<file path="src/rtl/fifo_word_packer_pkg.sv">
// Shared definitions for the FIFO word packer: default widths, FSM state
// encoding and the partial-word keep-mask helper.
package fifo_pkg;

   localparam int PKG_DATA_W = 8;
   localparam int PKG_LANES  = 4;

   typedef enum logic [1:0] {
      ST_FILL       = 2'd0,
      ST_FLUSH_WAIT = 2'd1,
      ST_FLUSH_EMIT = 2'd2
   } pk_state_e;

   // Mask with the low n bits set; n may be 0..8 (8 lanes max).
   function automatic logic [7:0] keep_mask(input logic [3:0] n);
      logic [8:0] one_hot;
      one_hot = 9'd1 << n;
      return 8'(one_hot - 9'd1);
   endfunction

endpackage

</file>
<file path="src/rtl/fifo_word_packer_if.sv">
// Bus bundle for the packer: upstream FIFO pop side, flush control and the
// packed output stream. m_parity exists only when PACKER_PARITY_EN is defined.
interface fifo_word_packer_if #(
   parameter int DATA_W = 8,
   parameter int LANES  = 4
);
   logic                      fifo_empty;
   logic                      fifo_rd_en;
   logic [DATA_W-1:0]         fifo_data;
   logic                      flush;
   logic                      m_valid;
   logic                      m_ready;
   logic [DATA_W*LANES-1:0]   m_data;
   logic [LANES-1:0]          m_keep;
   logic                      m_last;
   logic                      flush_done;
`ifdef PACKER_PARITY_EN
   logic [LANES-1:0]          m_parity;

   modport master (
      input  fifo_empty, fifo_data, flush, m_ready,
      output fifo_rd_en, m_valid, m_data, m_keep, m_last, flush_done, m_parity
   );
   modport slave (
      output fifo_empty, fifo_data, flush, m_ready,
      input  fifo_rd_en, m_valid, m_data, m_keep, m_last, flush_done, m_parity
   );
`else
   modport master (
      input  fifo_empty, fifo_data, flush, m_ready,
      output fifo_rd_en, m_valid, m_data, m_keep, m_last, flush_done
   );
   modport slave (
      output fifo_empty, fifo_data, flush, m_ready,
      input  fifo_rd_en, m_valid, m_data, m_keep, m_last, flush_done
   );
`endif
endinterface

</file>
<file path="src/rtl/fifo_word_packer_out_reg.sv">
// Output holding register for the packer. Holds the word stable under
// backpressure and reports when a new word may be loaded. Per-byte even
// parity is registered alongside the data when PACKER_PARITY_EN is defined.
module packer_out_reg
   import fifo_pkg::*;
#(
   parameter int DATA_W = PKG_DATA_W,
   parameter int LANES  = PKG_LANES
) (
   input  logic                           clk,
   input  logic                           rst,
   input  logic                           load_i,
   input  logic [LANES-1:0][DATA_W-1:0]   data_i,
   input  logic [LANES-1:0]               keep_i,
   input  logic                           last_i,
   input  logic                           ready_i,
   output logic                           valid_o,
   output logic [DATA_W*LANES-1:0]        data_o,
   output logic [LANES-1:0]               keep_o,
   output logic                           last_o,
`ifdef PACKER_PARITY_EN
   output logic [LANES-1:0]               parity_o,
`endif
   output logic                           slot_free_o
);

   logic                    valid_q;
   logic [DATA_W*LANES-1:0] data_q;
   logic [LANES-1:0]        keep_q;
   logic                    last_q;

   // Slot is free when empty or its current word leaves this cycle.
   assign slot_free_o = !valid_q || ready_i;

   // Load a new word or retire the current one on handshake; hold otherwise.
   always_ff @(posedge clk) begin
      if (rst) begin
         valid_q <= 1'b0;
         data_q  <= '0;
         keep_q  <= '0;
         last_q  <= 1'b0;
      end else if (load_i) begin
         valid_q <= 1'b1;
         data_q  <= data_i;
         keep_q  <= keep_i;
         last_q  <= last_i;
      end else if (valid_q && ready_i) begin
         valid_q <= 1'b0;
      end
   end

`ifdef PACKER_PARITY_EN
   logic [LANES-1:0] par_d, par_q;

   // Even parity of each incoming byte.
   always_comb begin
      par_d = '0;
      for (int i = 0; i < LANES; i++) par_d[i] = ^data_i[i];
   end

   // Parity travels with the data it covers.
   always_ff @(posedge clk) begin
      if (rst)         par_q <= '0;
      else if (load_i) par_q <= par_d;
   end

   assign parity_o = par_q;
`endif

   assign valid_o = valid_q;
   assign data_o  = data_q;
   assign keep_o  = keep_q;
   assign last_o  = last_q;

endmodule

</file>
<file path="src/rtl/fifo_word_packer.sv">
// Packs bytes popped from an upstream FIFO into LANES-byte words. A flush
// pulse emits the partial word (marked last) after any in-flight byte lands.
// Optional feature: define PACKER_PARITY_EN to add per-byte m_parity.
module fifo_word_packer
   import fifo_pkg::*;
#(
   parameter int DATA_W = PKG_DATA_W,
   parameter int LANES  = PKG_LANES
) (
   input logic               clk,
   input logic               rst,
   fifo_word_packer_if.master bus
);

   localparam int IDX_W = $clog2(LANES);
   localparam int CNT_W = IDX_W + 1;
   localparam logic [CNT_W-1:0] FULL = CNT_W'(LANES);

   localparam logic [1:0] FILL       = ST_FILL;
   localparam logic [1:0] FLUSH_WAIT = ST_FLUSH_WAIT;
   localparam logic [1:0] FLUSH_EMIT = ST_FLUSH_EMIT;

   logic [1:0]                    state_q, state_d;
   logic [CNT_W-1:0]              cnt_q, cnt_d;
   logic                          inflight_q;
   logic [LANES-1:0][DATA_W-1:0]  acc_q, acc_d;
   logic                          flush_done_q;

   logic                          pop;
   logic [CNT_W-1:0]              occ;
   logic                          slot_free;
   logic                          load;
   logic [LANES-1:0][DATA_W-1:0]  ld_data;
   logic [LANES-1:0]              ld_keep;
   logic                          ld_last;
   logic [7:0]                    km;

   // Lanes already filled plus the one byte that may still be on its way.
   assign occ = cnt_q + CNT_W'(inflight_q);
   assign pop = !rst && !bus.fifo_empty && (state_q == FILL) && (occ < FULL);
   assign bus.fifo_rd_en = pop;
   assign bus.flush_done = flush_done_q;

   // Capture arriving bytes, run the flush FSM and decide what to load.
   always_comb begin
      state_d = state_q;
      cnt_d   = cnt_q;
      acc_d   = acc_q;
      load    = 1'b0;
      ld_data = acc_q;
      ld_keep = '0;
      ld_last = 1'b0;
      km      = keep_mask(4'(cnt_q));

      if (inflight_q) begin
         acc_d[cnt_q[IDX_W-1:0]] = bus.fifo_data;
         cnt_d = cnt_q + CNT_W'(1);
      end

      case (state_q)
         FILL: begin
            // A flush takes over a full word so it goes out marked last.
            if (bus.flush) begin
               state_d = FLUSH_WAIT;
            end else if (cnt_q == FULL && slot_free) begin
               load    = 1'b1;
               ld_keep = '1;
               cnt_d   = '0;
               acc_d   = '0;
            end
         end
         FLUSH_WAIT: begin
            if (!inflight_q && slot_free) state_d = FLUSH_EMIT;
         end
         FLUSH_EMIT: begin
            if (cnt_q != '0) begin
               load    = 1'b1;
               ld_keep = km[LANES-1:0];
               ld_last = 1'b1;
            end
            cnt_d   = '0;
            acc_d   = '0;
            state_d = FILL;
         end
         default: state_d = FILL;
      endcase

      for (int i = 0; i < LANES; i++) begin
         if (!ld_keep[i]) ld_data[i] = '0;
      end
   end

   // State, lane count, accumulator and in-flight tracking.
   always_ff @(posedge clk) begin
      if (rst) begin
         state_q      <= FILL;
         cnt_q        <= '0;
         acc_q        <= '0;
         inflight_q   <= 1'b0;
         flush_done_q <= 1'b0;
      end else begin
         state_q      <= state_d;
         cnt_q        <= cnt_d;
         acc_q        <= acc_d;
         inflight_q   <= pop;
         flush_done_q <= (state_q == FLUSH_EMIT);
      end
   end

   packer_out_reg #(
      .DATA_W (DATA_W),
      .LANES  (LANES)
   ) u_out (
      .clk         (clk),
      .rst         (rst),
      .load_i      (load),
      .data_i      (ld_data),
      .keep_i      (ld_keep),
      .last_i      (ld_last),
      .ready_i     (bus.m_ready),
      .valid_o     (bus.m_valid),
      .data_o      (bus.m_data),
      .keep_o      (bus.m_keep),
      .last_o      (bus.m_last),
`ifdef PACKER_PARITY_EN
      .parity_o    (bus.m_parity),
`endif
      .slot_free_o (slot_free)
   );

endmodule
</file>
<file path="src/flat_wrapper.sv">
// flat-port wrapper written by rule: the top's interface ports become plain ports
module fifo_word_packer_flat import fifo_pkg::*;
#(
   parameter int DATA_W = PKG_DATA_W,
   parameter int LANES  = PKG_LANES
)
  (clk, rst, bus_fifo_empty, bus_fifo_data, bus_flush, bus_m_ready, bus_fifo_rd_en, bus_m_valid, bus_m_data, bus_m_keep, bus_m_last, bus_flush_done);
  fifo_word_packer_if #(.DATA_W(DATA_W), .LANES(LANES)) bus_i ();
  input logic clk;
  input logic rst;
  input wire logic [$bits(bus_i.fifo_empty)-1:0] bus_fifo_empty;
  input wire logic [$bits(bus_i.fifo_data)-1:0] bus_fifo_data;
  input wire logic [$bits(bus_i.flush)-1:0] bus_flush;
  input wire logic [$bits(bus_i.m_ready)-1:0] bus_m_ready;
  output wire logic [$bits(bus_i.fifo_rd_en)-1:0] bus_fifo_rd_en;
  output wire logic [$bits(bus_i.m_valid)-1:0] bus_m_valid;
  output wire logic [$bits(bus_i.m_data)-1:0] bus_m_data;
  output wire logic [$bits(bus_i.m_keep)-1:0] bus_m_keep;
  output wire logic [$bits(bus_i.m_last)-1:0] bus_m_last;
  output wire logic [$bits(bus_i.flush_done)-1:0] bus_flush_done;
  assign bus_i.fifo_empty = bus_fifo_empty;
  assign bus_i.fifo_data = bus_fifo_data;
  assign bus_i.flush = bus_flush;
  assign bus_i.m_ready = bus_m_ready;
  assign bus_fifo_rd_en = bus_i.fifo_rd_en;
  assign bus_m_valid = bus_i.m_valid;
  assign bus_m_data = bus_i.m_data;
  assign bus_m_keep = bus_i.m_keep;
  assign bus_m_last = bus_i.m_last;
  assign bus_flush_done = bus_i.flush_done;
  fifo_word_packer #(.DATA_W(DATA_W), .LANES(LANES)) u_core (.clk(clk), .rst(rst), .bus(bus_i));
endmodule
</file>
<file path="config.mk">
export PLATFORM = sky130hd
export DESIGN_NAME = fifo_word_packer_flat
export DESIGN_NICKNAME = d
export VERILOG_FILES = /design/src/rtl/fifo_word_packer_pkg.sv /design/src/rtl/fifo_word_packer_if.sv /design/src/rtl/fifo_word_packer_out_reg.sv /design/src/rtl/fifo_word_packer.sv /design/src/flat_wrapper.sv
export SDC_FILE = /design/constraint.sdc
export NUM_CORES = 1
export LEC_CHECK = 0
export ABC_AREA = 1
export CORE_UTILIZATION = 55
export DETAILED_ROUTE_END_ITERATION = 16
export PLACE_DENSITY = 0.85
export SLEW_MARGIN = 10
export SYNTH_ARGS = -nofsm -noshare
export SYNTH_HDL_FRONTEND = slang
export SYNTH_SLANG_ARGS = --single-unit
</file>
<file path="constraint.sdc">
create_clock -name clk -period 4.3 [get_ports clk]
set_input_delay 0.43 -clock clk [delete_from_list [all_inputs] [get_ports clk]]
set_output_delay 0.43 -clock clk [all_outputs]
set_load 0.02 [all_outputs]
</file>
==> flow_summary.json <==
{
  "clock_latency_ps": 350,
  "clockBufferDepth": 2,
  "p_int_mw": 1.22,
  "synth_area_leader_cell": "dfxtp_1",
  "drive_above_1_share_pct": 6.19,
  "crit_family": "buffers and inverters",
  "area_growth_pct": 25.4,
  "die_w_um": 75.5,
  "cp_slowest_stage_delay_ps": 720,
  "critPathArrivalTime_ps": 2350,
  "cp_max_fo": 15,
  "fin_worst_skew_ps": 10.6,
  "vias": 2662,
  "core_area_um2": 5140,
  "final_cell_mix": "dfxtp_1, a21oi_1, clkdlybuf4s50_1",
  "root_buffer": "clkbuf_8",
  "hold_ws_ps": 466,
  "yosysWarnings": 0,
  "rsz0062_at_grt": "false",
  "setup_ws_ps": 1520,
  "cp-startpoint": "rst",
  "seqPwrFrac_pct": 47.1,
  "maxSlewViolCount": 0,
  "cp.required_ps": 3870,
  "p_sw_mw": 0.364,
  "routed_via_density": 5.62,
  "first_pass_iters": 5,
  "outcome": "finished clean",
  "io_buffers": 52,
  "wl_per_cell_um": 14.6,
  "utilization_pct": 72.4,
  "r2r_setup_slack_ps": 2040,
  "synth-seq-cells": 77,
  "crit_path_frequent_cell": "clkdlybuf4s50_1",
  "p_comb_share_pct": 9.7,
  "powerDensity_nw_per_um2": 426,
  "path_cells": "clkdlybuf4s50_1 > nor3_1 > o21ai_0 > a21oi_1 > clkdlybuf4s50_1",
  "power.leakage_nw": 1.32,
  "slew_headroom_pct": 54.0,
  "swShare_pct": 23.0,
  "cp-end-kind": "primary output",
  "antenna_found_initial": 0,
  "ctsHoldBuffers": 0,
  "crit_slowest_cell": "clkdlybuf4s50_1",
  "insertedDiodeCount": 0,
  "drv_cap": 0,
  "path_buf_inv": 2,
  "power_frac_clock_pct": 43.2,
  "drt_iter0_markers": 287,
  "post_cts_buffers": 0,
  "overflow": 0,
  "finalSetupViolations": 0,
  "grt_pass1_vias": 2316,
  "synth-seq-area-share_pct": 51.9,
  "grt_max_degree": 37,
  "fin_area_um2": 3720,
  "min-delay-start": "u_core.acc_q[14]",
  "gp_congestion": 0.845,
  "drt.antenna.violating_nets": 0,
  "cts_tree": "built",
  "syn_nets": 376,
  "cts_buffers": 9,
  "drc_errors": 0,
  "ir_worst_vdd_v": 0.000219,
  "period_share_pct": 64.6,
  "synth_area_per_cell_um2": 8.31,
  "place_ws_ps": 1550,
  "synth_cell_types": 26,
  "r2r-start": "u_core.cnt_q[1]",
  "nets": 418,
  "dieArea_um2": 5690,
  "drt-total-wl_um": 6910,
  "die_y_um": 75.5,
  "grt_pass1_wl_um": 10400,
  "crit_type": "input port to primary output",
  "cts.htree.levels": 3,
  "hp-class": "register to register",
  "layout_min_cycle_time_ps": 2780,
  "clkTransAtPathRegs_ps": 70,
  "groute.usage.overall_pct": 24.9,
  "synth_area_um2": 2970,
  "final_common_cell": "dfxtp_1",
  "max_freq_mhz": 360,
  "synth_top_area_share_pct": 51.9,
  "hpwlAfterDp_um": 4280,
  "worst_pin_slew_ps": 688,
  "cts_sinks": 77,
  "rows": 26,
  "dpl_cell_area_um2": 3460,
  "crit_path_start_kind": "input port",
  "initial_utilization_pct": 57.7,
  "ctsResizeCount": 0,
  "finalHoldViolCount": 0,
  "synthCells": 357,
  "yosys-top-cells-area": "dfxtp_1, a21oi_1, nand3_1, nor2_1, nor3_1",
  "num_io_pins": 53,
  "final.setup.tns_ps": 0
}
-- per-stage QoR --
step,cells,power [mW]
floorplan,357,0.862
global placement,458,0.910
detailed placement,458,0.914
CTS,474,1.58
global route,474,1.62
finish,474,1.59
-- metal layers --
layer / up-vias / part of all wire [%] / track usage [%]
met5: - / 0 / 0
met4: 0 / 3.0 / 13.8
met3: 23 / 5.8 / 4.10
met2: 107 / 49 / 42.2
met1: 1234 / 42 / 30.2
li1: 1298 / - / -
-- flip-flops by register name (all words and copies together), names as in the netlist --
signal and count:
u_core.u_out.data_o 32, u_core.acc_q 32, u_core.u_out.last_o 1, u_core.state_q 2
u_core.u_out.keep_o 4, u_core.bus.flush_done 1, u_core.u_out.valid_o 1, u_core.cnt_q 3
u_core.inflight_q 1
-- worst min-delay path, delay by kind of cell, from the launching register on --
family | cells | cell delay (ps)
DFF | 1 | 310
and+or+nand+nor | 1 | 60
AOI/OAI and AO/OA | 1 | 50
-- synth_stat cells (all sizes together) --
cell type,count
buf,15
dfxtp,77
nor2,39
o21bai,1
inv,23
o21ai,12
nand2,28
a21oi,63
clkbuf,8
a211oi,9
mux2i,1
nor3,26
ha,6
nor4,1
nand3,47
and3,1
-- worst paths after layout --
| path | to | depth (start not counted) |
|---|---|---|
| max | bus_fifo_rd_en | 5 |
| min | u_core.u_out.data_o[14] | 2 |
| max reg2reg | u_core.u_out.data_o[22] | 7 |
| min reg2reg | u_core.u_out.data_o[14] | 2 |
-- cell type report --
type                    count  area, um2
clock inverters             3       90.1
multi-input cells         234       1210
clock buffers              13        169
well taps                  70       87.6
repair buffers             54        536
flip-flops and latches     77       1540
fillers                   423       1420
inverters                  23       86.3
-- logic make-up (layout without fill, tap and decap cells) --
kind of cell / after synthesis / count (layout) / share of synthesized area, %
adders and majority gates: 6 / 6 / 2.53
DFF: 77 / 77 / 51.9
muxes: 1 / 1 / 0.337
buffers and inverters: 46 / 93 / 7.21
and+or+nand+nor: 142 / 142 / 22.3
AOI/OAI and AO/OA: 85 / 85 / 15.7
-- power by group through the flow --
stage | Sequential (mW) | Combinational, mW | Clock, mW
6_report | 0.746 | 0.154 | 0.686
4_1_cts | 0.746 | 0.152 | 0.686
3_3_place_gp | 0.762 | 0.149 | 0
2_1_floorplan | 0.771 | 0.0908 | 0
3_5_place_dp | 0.762 | 0.151 | 0
5_1_grt | 0.748 | 0.167 | 0.709
Note: power is estimated with default switching activity, not from simulation.
